File: src/rtl/spwm_deadtime.sv
// rtl/spwm_deadtime.sv - complementary gate drive with dead time, min ON width, fault latch and drop counter
module spwm_deadtime #(
    parameter int DT_W   = 8,
    parameter int DROP_W = 16
) (
    input  logic              clk,
    input  logic              rst,
    input  logic              en,
    input  logic              pwm_in,
    input  logic [DT_W-1:0]   dead_time,
    input  logic [DT_W-1:0]   min_on,
    input  logic              fault_in,
    input  logic              fault_clr,
    output logic              hs_out,
    output logic              ls_out,
    output logic              fault,
    output logic [DROP_W-1:0] drop_cnt
);

    typedef enum logic [2:0] {
        ST_OFF,
        ST_DT_TO_LS,
        ST_LS_ON,
        ST_DT_TO_HS,
        ST_HS_ON,
        ST_FAULT
    } state_t;

    localparam logic [DT_W-1:0]   DT_ONE   = DT_W'(1);
    localparam logic [DT_W-1:0]   DT_MAX   = '1;
    localparam logic [DROP_W-1:0] DROP_MAX = '1;

    state_t              state_q, state_d;
    logic [DT_W-1:0]     dt_cnt_q, dt_cnt_d;
    logic [DT_W-1:0]     on_cnt_q, on_cnt_d;
    logic                pend_q, pend_d;
    logic [DROP_W-1:0]   drop_q, drop_d;
    logic                fault_q, fault_d;
    logic                hs_q, ls_q;

    logic [DT_W-1:0]     dt_load;
    logic                mismatch;
    logic                min_met;

    // A zero dead time still costs one cycle so the two drives never overlap
    assign dt_load  = (dead_time == '0) ? DT_ONE : dead_time;
    assign mismatch = ((state_q == ST_HS_ON) && !pwm_in) || ((state_q == ST_LS_ON) && pwm_in);
    assign min_met  = (on_cnt_q >= min_on);

    // Next-state and counter update; priority is fault_in, then en, then normal flow
    always_comb begin
        state_d  = state_q;
        dt_cnt_d = dt_cnt_q;
        on_cnt_d = on_cnt_q;
        pend_d   = pend_q;
        drop_d   = drop_q;
        fault_d  = fault_q;

        if (fault_in) begin
            state_d = ST_FAULT;
            fault_d = 1'b1;
            pend_d  = 1'b0;
        end else if (state_q == ST_FAULT) begin
            // fault_in is known low here, so fault_clr alone releases the latch
            if (fault_clr) begin
                state_d = ST_OFF;
                fault_d = 1'b0;
            end
        end else if (!en) begin
            state_d = ST_OFF;
            pend_d  = 1'b0;
        end else begin
            case (state_q)
                ST_OFF: begin
                    state_d  = pwm_in ? ST_DT_TO_HS : ST_DT_TO_LS;
                    dt_cnt_d = dt_load;
                end
                ST_DT_TO_LS, ST_DT_TO_HS: begin
                    // Target was fixed at entry; pwm_in is ignored until the ON state
                    if (dt_cnt_q <= DT_ONE) begin
                        state_d  = (state_q == ST_DT_TO_HS) ? ST_HS_ON : ST_LS_ON;
                        on_cnt_d = '0;
                        pend_d   = 1'b0;
                    end else begin
                        dt_cnt_d = dt_cnt_q - DT_ONE;
                    end
                end
                ST_HS_ON, ST_LS_ON: begin
                    if (mismatch && min_met) begin
                        state_d  = (state_q == ST_HS_ON) ? ST_DT_TO_LS : ST_DT_TO_HS;
                        dt_cnt_d = dt_load;
                        pend_d   = 1'b0;
                    end else begin
                        if (on_cnt_q != DT_MAX) begin
                            on_cnt_d = on_cnt_q + DT_ONE;
                        end
                        // A request that goes away before the minimum width is a swallowed pulse
                        if (mismatch) begin
                            pend_d = 1'b1;
                        end else if (pend_q) begin
                            pend_d = 1'b0;
                            if (drop_q != DROP_MAX) begin
                                drop_d = drop_q + DROP_W'(1);
                            end
                        end
                    end
                end
                default: begin
                    state_d = ST_OFF;
                end
            endcase
        end
    end

    // State, counters and output drives all registered on the same edge
    always_ff @(posedge clk) begin
        if (rst) begin
            state_q  <= ST_OFF;
            dt_cnt_q <= '0;
            on_cnt_q <= '0;
            pend_q   <= 1'b0;
            drop_q   <= '0;
            fault_q  <= 1'b0;
            hs_q     <= 1'b0;
            ls_q     <= 1'b0;
        end else begin
            state_q  <= state_d;
            dt_cnt_q <= dt_cnt_d;
            on_cnt_q <= on_cnt_d;
            pend_q   <= pend_d;
            drop_q   <= drop_d;
            fault_q  <= fault_d;
            hs_q     <= (state_d == ST_HS_ON);
            ls_q     <= (state_d == ST_LS_ON);
        end
    end

    assign hs_out   = hs_q;
    assign ls_out   = ls_q;
    assign fault    = fault_q;
    assign drop_cnt = drop_q;

endmodule

File: config.mk
export PLATFORM = sky130hd
export DESIGN_NAME = spwm_deadtime
export DESIGN_NICKNAME = d
export VERILOG_FILES = /design/src/rtl/spwm_deadtime.sv
export SDC_FILE = /design/constraint.sdc
export NUM_CORES = 1
export LEC_CHECK = 0
export ABC_CLOCK_PERIOD_IN_PS = 3580
export CORE_UTILIZATION = 55
export DETAILED_ROUTE_END_ITERATION = 12
export PLACE_DENSITY = 0.82
export SYNTH_ARGS = -nofsm -noshare
export SYNTH_HDL_FRONTEND = slang
export SYNTH_SLANG_ARGS = --single-unit
File: constraint.sdc
create_clock -name clk -period 3.58 [get_ports clk]
set_input_delay 0.716 -clock clk [delete_from_list [all_inputs] [get_ports clk]]
set_output_delay 0.716 -clock clk [all_outputs]
set_load 0.005 [all_outputs]
==> flow_summary_export.csv <==
group,metric,value,unit
min_path,whs_path_depth,2,
die,die_w,68.3,um
die,die_area,4670,um2
power_and_ir_drop,clkPwrFrac,41.7,%
cts,hold_buffers,0,
global_route,track_usage,25.3,%
power_and_ir_drop,p_int,0.795,mW
cts,cts_buffers,5,
setup_path,cp_slowest_cell,"nor4b_1",
synthesis,synth_cell_type_count,47,
timing,clock_skew,0.00367,ns
die,rows,23,
timing,worst_slew_pin_slew,0.838,ns
timing,finalMaxSlewViolations,0,
synthesis,async_flop_share,0,%
cts,cts_root_buffer,"clkbuf_8",
setup_path,startpoint_type,"input pin",
synthesis,ys_seq_elements,39,
route,detail_route.wl_per_cell,13.8,um
synthesis,syn_area_per_cell,7.61,um2
route,drt_pass1_iterations,4,
timing,rsz0062_at_grt,"no",
cts,cts_tree,"built",
cts,post_cts_buffers,0,
setup_path,worstSetupEndpointType,"flip-flop",
power_and_ir_drop,switchingPower,0.256,mW
setup_path,critPathMaxFanout,5,
power_and_ir_drop,leakage,1.06,nW
synthesis,synthCells,318,
cells_and_area,area_growth,22.6,%
global_route,antenna_found_initial,0,
setup_path,cp.required,3.74,ns
power_and_ir_drop,seq_power_share,43.4,%
synthesis,yosysSeqAreaShare,32.2,%
synthesis,syn_nets,352,
setup_path,cpPeakStageDelay,0.75,ns
route,num_vias,2387,
min_path,min_path_type,"flip-flop to flip-flop",
die,start_util,58.8,%
global_route,grt_overflow,0,
cells_and_area,most-common-layout-cells,"nor2_1, clkdlybuf4s50_1, dfxtp_1",
placement,gp_congestion,0.854,
route,avgViaCountPerCell,5.89,
cts,clk_path_buf_depth,2,
global_route,grt_first_pass_wirelength,8.86,mm
route,drt.antenna.violating_nets,0,
synthesis,ys_warn_count,0,
timing,relSlewSlack,43.4,%
power_and_ir_drop,netSwitchingFraction,24.4,%
setup_path,path_buf_inv,1,
timing,hold_violations,0,
cts,clkSinkCount,39,
global_route,grt_max_degree,30,
die,core_region_area,4120,um2
setup_path,worstSetupPathType,"input pin to flip-flop",
power_and_ir_drop,ir_drop,0.275,mV
setup_path,crit_chain,"clkdlybuf4s50_1, nand2b_1, or4b_4, nor4b_1, nand4_1, xor2_1, nor2_1",
die,die_y,68.3,um
placement,detailedPlacementHpwl,4.00,mm
global_route,busiest_layer,"met2",
global_route,grt_util_met3,5.17,%
cts,postCtsResizedCells,0,
setup_path,cp_top_family,"simple AND/OR/NAND/NOR gates",
global_route,use_met2,42.9,%
timing,fmax,324,MHz
run_status,status,"completed",
synthesis,synthesis.area,2420,um2
timing,tns,0,ns
cells_and_area,drive_gt1_share,5.63,%
timing,setup_viol,0,
global_route,grt_pass1_vias,2036,
global_route,grt_use_met1,30.8,%
cts,cts_max_level,2,
cts,path_clk_slew,0.08,ns
route,drc,0,
timing,final.min_clock_period,3.09,ns
synthesis,synth_edf_count,0,
route,routed_wirelength,5.59,mm
setup_path,critPathArrivalTime,3.25,ns
power_and_ir_drop,pwr-share-comb,14.9,%
flow_run,drv_cap,0,
cells_and_area,diodes,0,
timing,post-route-period-util,86.2,%
cts,clk_latency,0.29,ns
route,drtIter0Drc,318,
power_and_ir_drop,p_per_area,354,nW/um2
die,pin_count,41,
placement,io_buffers,40,
cells_and_area,nets,388,
setup_path,reg2reg_depth,6,
synthesis,synthFlopType,"dfxtp_1",
setup_path,path_depth,7,
cells_and_area,fin_util,72.1,%
per-layer routing:
layer / share of wire (%) / wire length (um)
met1: 44 / 2490
met2: 48 / 2670
met3: 6.1 / 343
met4: 1.6 / 90
met5: 0 / 0
worst paths after layout:
| path | startpoint | to | slack (ns) |
|---|---|---|---|
| max | fault_in | drop_cnt[13] | 0.49 |
| min | dt_cnt_q[7] | dt_cnt_q[7] | 0.51 |
| min reg2reg | dt_cnt_q[7] | dt_cnt_q[7] | 0.51 |
| max reg2reg | state_q[1] | drop_cnt[13] | 0.93 |
cell families after synthesis:
logic type               Yosys count  synth area share [%]
AO/OA/AOI/OAI                     76                  18.6
XOR/XNOR                          12                  4.65
adder cells (fa/ha/maj)           12                  6.20
buffers and inverters             27                  4.91
flip-flops                        39                  32.2
multiplexers                       2                 0.827
AND/OR/NAND/NOR                  150                  32.6
worst reg2reg max path, delay by kind of cell, from the launching register on:
kind,cells,cell delay (ns)
XOR/XNOR,2,0.38
flip-flops,1,0.58
AND/OR/NAND/NOR,4,1.56
flip-flops by register name, summed over array words and instances (netlist names):
name,flops
drop_cnt,16
dt_cnt_q,8
on_cnt_q,8
state_q,3
fault,1
hs_out,1
ls_out,1
pend_q,1
Yosys cell counts (2+ instances only):
| cell | n | share of area, % |
|---|---|---|
| nor4_1 | 7 | 1.8 |
| a31oi_1 | 3 | 0.78 |
| nor3_1 | 11 | 2.3 |
| and3_1 | 3 | 0.78 |
| clkbuf_1 | 9 | 1.4 |
| a211o_1 | 3 | 1.1 |
| dfxtp_1 | 39 | 32 |
| buf_6 | 2 | 0.93 |
| nor2_1 | 40 | 6.2 |
| nand4_1 | 5 | 1.3 |
| o31ai_1 | 8 | 2.5 |
| ha_1 | 12 | 6.2 |
| mux2i_1 | 2 | 0.83 |
| inv_1 | 13 | 2.0 |
| and2b_1 | 2 | 0.62 |
| or2_2 | 6 | 1.6 |
| xor2_1 | 6 | 2.2 |
| nand2b_1 | 10 | 2.6 |
| nand2_1 | 22 | 3.4 |
| nor4b_1 | 3 | 1.1 |
| or3_1 | 8 | 2.1 |
| nand3_1 | 13 | 2.7 |
| xnor2_1 | 5 | 1.8 |
| o21ai_0 | 29 | 6.0 |
| a21oi_1 | 22 | 4.5 |
| a211oi_1 | 2 | 0.62 |
| nor2b_1 | 13 | 3.4 |
layout make-up:
class	instances	area [um2]
sequential	39	781
multi-input combinational	252	1520
timing repair buffer	43	423
tap	50	62.6
fill	351	1150
clock inverter	2	60.1
inverter	13	48.8
clock buffer	6	72.6
through the flow:
step                      instance area [um2]  hold slack, ns  power, mW  std cells  setup slack, ns
after global routing                     2970           0.560       1.09        405            0.366
after floorplan                          2420           0.462      0.568        318             1.05
after detailed placement                 2840           0.492      0.620        397            0.200
after CTS                                2970           0.503       1.05        405            0.492
after global placement                   2840           0.480      0.618        397            0.440
final                                    2970           0.514       1.05        405            0.495
power by group through the flow:
| stage | clock [mW] | combinational, mW | sequential, mW |
|---|---|---|---|
| 3_3_place_gp | 0 | 0.151 | 0.466 |
| 3_5_place_dp | 0 | 0.154 | 0.466 |
| 6_report | 0.438 | 0.157 | 0.456 |
| 5_1_grt | 0.461 | 0.175 | 0.459 |
| 2_1_floorplan | 0 | 0.108 | 0.460 |
| 4_1_cts | 0.441 | 0.155 | 0.456 |
(Power assumes the default switching activity.)
==> edit, RTL diff (config.mk and constraints unchanged) <==
Re-encode `state_t` (6 states) as Gray code, 3 bits wide.
--- a/src/rtl/spwm_deadtime.sv
+++ b/src/rtl/spwm_deadtime.sv
@@ -18,12 +18,12 @@
 );
 
     typedef enum logic [2:0] {
-        ST_OFF,
-        ST_DT_TO_LS,
-        ST_LS_ON,
-        ST_DT_TO_HS,
-        ST_HS_ON,
-        ST_FAULT
+        ST_OFF      = 3'b000,
+        ST_DT_TO_LS = 3'b001,
+        ST_LS_ON    = 3'b011,
+        ST_DT_TO_HS = 3'b010,
+        ST_HS_ON    = 3'b110,
+        ST_FAULT    = 3'b111
     } state_t;
 
     localparam logic [DT_W-1:0]   DT_ONE   = DT_W'(1);
Check against the original RTL: same outputs for any inputs over 10 cycles, from zero or initial values and one cycle with rst high; not proved beyond that.
==> edit against the original RTL <==
Sequential power rose by 2%. Area after synthesis rose by 0.10%. Power fell by 1.0%. Clock skew barely moved. Wire length fell by 0.59%. Worst setup slack improved by 0.23 ns. Synthesized cell count fell by 4.7%. Final area barely moved. Cell count fell by 3.5%. Sequential cell count did not move. Sequential share of layout area barely moved.
==> edit: results (changes against the original RTL) <==
[place]
dpl-instance-area_mm2 = 0.00285  ; +0.62%
gp_congestion = 0.902  ; +5.6%
place_ws_ns = 0.467  ; +0.267 ns

[setup_path]
r2r-end = drop_cnt[11]
cp_slowest_stage_delay_ns = 0.52  ; -0.23 ns
critPathTopFamily = compound AO/OA/AOI/OAI gates
r2r_start = state_q[0]
r2r_slack_ns = 1.10  ; +0.17 ns
cp.arrival_ns = 3.08  ; -0.17 ns
crit_fanout = 12  ; +7

[sta]
worst_slew_pin_slew_ns = 0.906  ; +0.0680 ns
fin_skew_ns = 0.00322  ; -0.000452 ns

[global_route]
grt_pass1_vias = 2090  ; +2.7%
use_met1 = 0.319  ; +0.0109
grt_first_pass_wirelength_um = 9110  ; +2.8%
use_met3 = 0.0650  ; +0.0133

[drt]
drtIter0Drc = 109  ; -66%
vias_per_cell = 5.99  ; +1.6%
wl_um = 5560  ; -0.59%
wl_met3_um = 216  ; -37%
wire_per_inst_um = 14.2  ; +3.0%
met2_length_um = 2590  ; -3.1%

[final_layout]
nFillCells = 335  ; -4.6%
final_layout_size_suffix_gt1_frac = 0.0587  ; +0.00231

[run_status]
status = complete, no violations

[yosys]
synthTopCellsByArea = dfxtp_1 32%, ha_1 6.2%, a21oi_1 6.0%
yosysSeqAreaShare = 0.322  ; -0.000333

edit: cell types whose count changed after synthesis, moves of 5 or more:
cell,before,now
o21ai_0,29,15
nor2_1,40,32
nor2b_1,13,5
a21oi_1,22,29
nor3_1,11,4
nand2_1,22,17
nand4_1,5,10
or2_2,6,1
edit: kinds of logic (layout without fill, tap and decap cells):
logic type,count (synthesis),in the layout,share of synthesized area
and+or+nand+nor,124,124,0.288
AOI/OAI and AO/OA,83,83,0.224
DFF,39,39,0.322
buffers and inverters,30,68,0.0490
adders and majority gates,12,12,0.0619
xor gates and xnor gates,12,12,0.0434
muxes,3,3,0.0124
edit: worst max path at each step:
stage                         start           end  slack [ns]  cells past startpoint
after global placement       pwm_in  drop_cnt[13]        0.61                      7
after global routing      min_on[2]   on_cnt_q[4]        0.56                     10
after CTS                 min_on[1]   on_cnt_q[4]        0.76                     10
final                     min_on[1]   on_cnt_q[4]        0.72                     10
after floorplan           min_on[2]   on_cnt_q[6]        1.14                      9
after detailed placement  min_on[1]   on_cnt_q[4]        0.47                     10
edit: through the flow:
step	power [mW]	hold slack (ns)
after global routing	1.09	0.530
after CTS	1.04	0.502
after global placement	0.655	0.480
final	1.04	0.503
after detailed placement	0.660	0.485
after floorplan	0.601	0.467
edit: report_power, final:
group          switching, mW  leakage, nW  internal, mW
sequential            0.0189        0.316         0.444
combinational          0.105        0.687        0.0870
clock                  0.160       0.0612         0.226
edit: area by class of cell:
| type | count | area (µm²) | share of cell area |
|---|---|---|---|
| clock buffers | 6 | 82.6 | 0.0278 |
| clock inverters | 2 | 35.0 | 0.0118 |
| inverters | 17 | 63.8 | 0.0215 |
| multi-input cells | 234 | 1520 | 0.513 |
| flip-flops and latches | 39 | 781 | 0.263 |
| well taps | 50 | 62.6 | 0.0211 |
| repair buffers | 43 | 423 | 0.142 |
